==> src/rtl/eth_fcs_check.sv <==
// eth_fcs_check
//   Receive-side frame-integrity stage. It watches the same serial stream as
//   the receiver and the MAC filter (sck/sda/n_ss). It counts the bytes of the
//   current frame and runs a bit-serial Ethernet CRC-32 over them. It also
//   honours the filter's n_inhibit. The per-frame verdict is held after n_ss
//   rises, until the first sck edge of the next frame.
//
// Optional feature macro: ETH_FCS_CHECK_EN
//   defined   : the CRC register and residue check are built.
//   undefined : the CRC is omitted and its term of rx_ok is treated as true.
//
// Parameters:
//   MIN_LEN      minimum legal frame length in bytes, FCS included
//   MAX_LEN      maximum legal frame length in bytes, FCS included (< 2048)
//
// Ports:
//   sck          serial bit clock; sda is sampled on its rising edge
//   n_rst        asynchronous active-low reset; clears everything
//   sda          serial data, LSB of each byte first
//   n_ss         frame select, active-low; high = no frame
//   n_inhibit    from eth_mac_filter; low = frame rejected
//   rx_len       completed bytes in the current/last frame (saturates at 2047)
//   rx_ok        frame good: CRC residue, length in range, not rejected
//   rx_busy      frame in progress (state RECV)
//   rx_runt      rx_len < MIN_LEN
//   rx_overflow  more than MAX_LEN bytes seen
//   rx_rejected  n_inhibit was sampled low during this frame
//
// Valid/ready note: this block has no handshake. Each sck rising edge taken
// while n_ss is low carries one data bit. The status outputs are a level
// verdict that software may read at any time while n_ss is high.
module eth_fcs_check #(
  parameter int MIN_LEN = 64,
  parameter int MAX_LEN = 1518
) (
  input  logic        sck,
  input  logic        n_rst,
  input  logic        sda,
  input  logic        n_ss,
  input  logic        n_inhibit,
  output logic [10:0] rx_len,
  output logic        rx_ok,
  output logic        rx_busy,
  output logic        rx_runt,
  output logic        rx_overflow,
  output logic        rx_rejected
);

  typedef enum logic [1:0] {
    IDLE = 2'd0,
    RECV = 2'd1,
    STOP = 2'd2
  } state_t;

  localparam logic [10:0] MIN_L   = 11'(MIN_LEN);
  localparam logic [10:0] MAX_L   = 11'(MAX_LEN);
  localparam logic [10:0] LEN_SAT = 11'd2047;

  // The working registers are cleared by n_rst and also by n_ss high. This
  // matches the filter, which uses n_ss as a clear. Every sck edge that
  // reaches them therefore belongs to a selected frame.
  logic work_rst_n;
  assign work_rst_n = n_rst & ~n_ss;

  state_t      state_q, state_d;
  logic [2:0]  bitcnt_q, bitcnt_d;

  logic [10:0] len_q, len_d;
  logic        ok_q, ok_d;
  logic        runt_q, runt_d;
  logic        ovf_q, ovf_d;
  logic        rej_q, rej_d;

  logic [10:0] len_inc;
  logic        len_in_range;
  logic        crc_match;

`ifdef ETH_FCS_CHECK_EN
  localparam logic [31:0] POLY    = 32'hEDB88320;
  localparam logic [31:0] RESIDUE = 32'hDEBB20E3;

  logic [31:0] crc_q, crc_d, crc_next;

  // Reflected LFSR step for the bit sampled on this edge.
  assign crc_next  = {1'b0, crc_q[31:1]} ^ ((crc_q[0] ^ sda) ? POLY : 32'h0);
  // A frame whose trailing FCS is correct leaves this constant residue.
  assign crc_match = (crc_next == RESIDUE);
`else
  // The data bits are not needed when the CRC is not built.
  logic unused_sda;
  assign unused_sda = sda;
  assign crc_match  = 1'b1;
`endif

  assign len_inc      = (len_q == LEN_SAT) ? LEN_SAT : len_q + 11'd1;
  assign len_in_range = (len_inc >= MIN_L) && (len_inc <= MAX_L);

  always_comb begin
    state_d  = state_q;
    bitcnt_d = bitcnt_q;
    len_d    = len_q;
    ok_d     = ok_q;
    runt_d   = runt_q;
    ovf_d    = ovf_q;
    rej_d    = rej_q;
`ifdef ETH_FCS_CHECK_EN
    crc_d    = crc_q;
`endif
    // The status registers also see sck while n_ss is high, so that case must not
    // change them.
    if (!n_ss) begin
      case (state_q)
        IDLE: begin
          // The first bit of a new frame also starts a fresh verdict.
          state_d  = RECV;
          bitcnt_d = 3'd1;
          len_d    = 11'd0;
          ok_d     = 1'b0;
          runt_d   = 1'b1;
          ovf_d    = 1'b0;
          rej_d    = 1'b0;
`ifdef ETH_FCS_CHECK_EN
          crc_d    = crc_next;
`endif
        end
        RECV: begin
          bitcnt_d = bitcnt_q + 3'd1;
`ifdef ETH_FCS_CHECK_EN
          crc_d    = crc_next;
`endif
          if (bitcnt_q == 3'd7) begin
            len_d  = len_inc;
            runt_d = (len_inc < MIN_L);
            ok_d   = crc_match && len_in_range;
            if (len_inc > MAX_L) begin
              ovf_d   = 1'b1;
              ok_d    = 1'b0;
              state_d = STOP;
            end
          end
          // A rejection overrides the verdict. A byte that completes on the
          // same edge is still counted above.
          if (!n_inhibit) begin
            rej_d   = 1'b1;
            ok_d    = 1'b0;
            state_d = STOP;
          end
        end
        default: begin
          // STOP: ignore sda and freeze the verdict until n_ss rises.
        end
      endcase
    end
  end

  always_ff @(posedge sck or negedge work_rst_n) begin
    if (!work_rst_n) begin
      state_q  <= IDLE;
      bitcnt_q <= 3'd0;
`ifdef ETH_FCS_CHECK_EN
      crc_q    <= 32'hFFFFFFFF;
`endif
    end else begin
      state_q  <= state_d;
      bitcnt_q <= bitcnt_d;
`ifdef ETH_FCS_CHECK_EN
      crc_q    <= crc_d;
`endif
    end
  end

  // The verdict is cleared only by n_rst, so it outlives the frame.
  always_ff @(posedge sck or negedge n_rst) begin
    if (!n_rst) begin
      len_q  <= 11'd0;
      ok_q   <= 1'b0;
      runt_q <= 1'b0;
      ovf_q  <= 1'b0;
      rej_q  <= 1'b0;
    end else begin
      len_q  <= len_d;
      ok_q   <= ok_d;
      runt_q <= runt_d;
      ovf_q  <= ovf_d;
      rej_q  <= rej_d;
    end
  end

  assign rx_len      = len_q;
  assign rx_ok       = ok_q;
  assign rx_runt     = runt_q;
  assign rx_overflow = ovf_q;
  assign rx_rejected = rej_q;
  assign rx_busy     = (state_q == RECV);

endmodule
==> config.mk <==
export PLATFORM = sky130hd
export DESIGN_NAME = eth_fcs_check
export DESIGN_NICKNAME = d
export VERILOG_FILES = /design/src/rtl/eth_fcs_check.sv
export SDC_FILE = /design/constraint.sdc
export NUM_CORES = 1
export LEC_CHECK = 0
export CAP_MARGIN = 20
export CORE_AREA = 2 2 52 54
export DETAILED_ROUTE_END_ITERATION = 8
export DIE_AREA = 0 0 54 56
export PLACE_DENSITY = 0.82
export RECOVER_POWER = 50
export SYNTH_ARGS = -nofsm -noshare
export SYNTH_HDL_FRONTEND = slang
export SYNTH_SLANG_ARGS = --single-unit
==> constraint.sdc <==
create_clock -name sck -period 2.4 [get_ports sck]
set_input_delay 0.72 -clock sck [delete_from_list [all_inputs] [get_ports sck]]
set_output_delay 0.72 -clock sck [all_outputs]
set_load 0.05 [all_outputs]
==> results.md, run 1 <==
* Total wire length at slightly below 3000 um
* Delay-heaviest family, CP: buffers and inverters
* Post-synthesis sequential area ratio at 0.4069
* Reg clk slew, reported paths at 0.12 ns
* Max cap viols at 0
* RSZ-0062 raised after global routing: false
* Drt first pass iters at 4
* All-Layer GR Usage at 0.2161
* CP required at 1.68 ns
* Synth warnings at 0
* First-pass GRT wire length at 4919 um
* Synth area leader: dfrtp_1
* Number of synthesized flops with an enable pin at 0
* Pin count of the biggest net entering global routing at 16
* Layout cell share with drive strength beyond 1 at 0.1040
* Drt drc at 0
* Setup CP Type: register to primary output
* Area delta synth->final at 22.08%
* DP HPWL at 2213 um
* Crit-path cells: clkdlybuf4s50_1
* Final Slew Violations at 0
* Setup ws final at 0.06165 ns
* Cell Area, Synth at 1230 sq um
* Final Cycle Share at 0.9743
* Final ANT Viol Nets at 0
* Post-synth top area share at 0.4069
* Root buffer cell: clkbuf_4
* H-tree depth at 1
* Startpoint types: register
* CP max stage cell: clkdlybuf4s50_1
* Vert. Die Dim at 56 um
* Clock Sinks at 20
* Fmax at 427.7 MHz
* Most common cell in the netlist: dfrtp_1
* Leakage at 0.7001 nW
* Flop pwr share at 0.471
* Gr ovfl total at 0
* Seq cells post-synth at 20
* CTS max path bufs at 2
* Cell-internal power at roughly 0.0006 W
* Layout Nets at 182
* Fin crit period at 2.338 ns
* Gpl congestion at around 0.94
* Crit path max fanout at 8
* Via density at 5.921
* Die Area at 3024 sq um
* Clock network power share at 0.321
* Fin. Hold Viols at 0
* CP Capture Type: primary output
* Via count at 1202
* Most instantiated cells after synthesis: dfrtp_1 (20), nand2_1 (19), nor2_1 (15), a21oi_1 (14), o21ai_0 (10)
* CP Data Arrival Time at ~1.6 ns
* Initial DRC Count at 30
* Prevailing post-synth register cell: dfrtp_1
* Io pins at 21
* P_sw at approximately 0.00026 W
* Site row count at 18
* Final setup violation count at 0
* Starting Density at 0.5057
* CTS buffer count at 3
* DIE WIDTH at around 54 um
* Synth async-reset ratio at 1.000
* Worst Path Buf+Inv at 1
* Mean post-synth cell area at 8.200 sq um
* Number of global-route vias before repair at ~1.1k
* Post-CTS Setup Bufs at 0
* Critical Path Max Stage Delay at around 0.84 ns
* CORE AREA at 2432 sq um
* Worst VDD drop at 474.5 uV
* Max_slew headroom at 0.4356
* Worst Tran Pin Value at 0.8467 ns
* Clock skew at 0.003521 ns
* Gate power share at 0.208
* Final Power at 0.0008721 W
* Number of buffers added on ports at 19
* Routed length per instance at around 15 um
* Hold Path Class: register to register
* Syn Inst Count at 150
* Power density cells at 580.8 nW/um^2
* Place WS at 0.1146 ns
* N_diodes at 0
* Worst skew pair latency at 0.31 ns
* Syn nets at 158
* Antenna violations before repair at 0
* Status: finished, final reports clean
* Post-synthesis cell type count at 37
* Switching Share at 0.2960
* Setup TNS at 0 ns
* Top cells by area, synth: dfrtp_1 (41%), nand2_1 (5.8%), a21oi_1 (5.7%)
* TritonCTS clock tree: yes
==> per-stage QoR <==
step / instances / cell area, sq um / hold slack (ns) / utilization
6_report: 203 / 1501 / 0.4923 / 0.6173
5_1_grt: 203 / 1501 / 0.5290 / 0.6173
4_1_cts: 203 / 1513 / 0.4941 / 0.6219
3_5_place_dp: 199 / 1460 / 0.4656 / 0.6003
3_3_place_gp: 199 / 1460 / 0.4573 / 0.6003
2_1_floorplan: 150 / 1230 / 0.4244 / -
==> worst paths after layout <==
path,from,end,slack [ns],depth (start not counted)
max,rx_len[3],rx_len[3],0.06,1
min,bitcnt_q[2],bitcnt_q[2],0.49,2
max reg2reg,rx_len[1],rx_overflow,0.30,7
min reg2reg,bitcnt_q[2],bitcnt_q[2],0.49,2
max in group asynchronous,n_rst,rx_len[1],0.77,2
min in group asynchronous,n_rst,state_q[1],0.98,2
==> logic make-up (layout without fill, tap and decap cells) <==
family | Yosys count | count (layout) | synth area share
DFF | 20 | 20 | 0.4069
and+or+nand+nor | 66 | 66 | 0.2665
adders and majority gates | 3 | 3 | 0.03052
buffers and inverters | 10 | 33 | 0.03560
AOI/OAI and AO/OA | 49 | 49 | 0.2442
muxes | 2 | 2 | 0.01628
==> repair_timing <==
| action | in CTS | in global routing |
|---|---|---|
| gates resized for setup | 0 | 3 |
| hold buffers | 0 | 0 |
| hold endpoints to repair | 0 | 0 |
| endpoints found under the setup margin | 0 | 3 |
==> layout make-up <==
cell class              instances  area [sq um]
flip-flops and latches         20         500.5
clock buffers                   3         22.52
multi-input cells             120         685.7
well taps                      30         37.54
repair buffers                 26         214.0
clock inverters                 1         30.03
fillers                       225         930.9
inverters                       3         11.26
==> cells in the final DEF, fill, tap and decap left out, types with 2 or more instances in the layout <==
| cell | n |
|---|---|
| dfrtp_1 | 20 |
| nand2_1 | 19 |
| nor2_1 | 15 |
| a21oi_1 | 14 |
| o21ai_0 | 10 |
| buf_4 | 9 |
| nand3_1 | 8 |
| clkdlybuf4s50_1 | 7 |
| o21ai_1 | 5 |
| nor3_1 | 5 |
| clkbuf_1 | 5 |
| nand4_1 | 4 |
| o21a_1 | 4 |
| inv_1 | 3 |
| a31oi_1 | 3 |
| ha_1 | 3 |
| clkbuf_4 | 3 |
| dlymetal6s2s_1 | 3 |
| nor2b_1 | 2 |
| nand4b_1 | 2 |
| and3_1 | 2 |
| mux2i_1 | 2 |
| o211ai_1 | 2 |
| or2_2 | 2 |
| a22o_1 | 2 |
| a21o_1 | 2 |
| dlygate4sd3_1 | 2 |
==> registers in the layout (all words and copies together), names as in the netlist <==
name / cells
bitcnt_q: 3
rx_len: 11
rx_ok: 1
rx_overflow: 1
rx_rejected: 1
rx_runt: 1
state_q: 2
==> power groups by stage <==
stage	Combinational, W	Clock, W	Sequential [W]
after floorplan	0.0000585	0	0.000474
after CTS	0.000187	0.000285	0.000411
after global routing	0.000199	0.000305	0.000416
after detailed placement	0.000186	0	0.000418
after global placement	0.000179	0	0.000414
final	0.000181	0.000280	0.000411
==> routing by layer <==
| metal | up-vias | track usage | part of all wire |
|---|---|---|---|
| met5 | - | 0 | 0 |
| met4 | 0 | 0.08571 | 0.013 |
| met3 | 5 | 0.03763 | 0.035 |
| met2 | 27 | 0.3275 | 0.50 |
| met1 | 574 | 0.3003 | 0.45 |
| li1 | 596 | - | - |
No activity file was read; power rests on OpenSTA's default activity.
==> run 2, diff against run 1 <==
Settings changed: SKIP_CTS_REPAIR_TIMING set to 1.
==> results of run 2 <==
No change in the layout: final DEF, timing and power equal those of run 1.
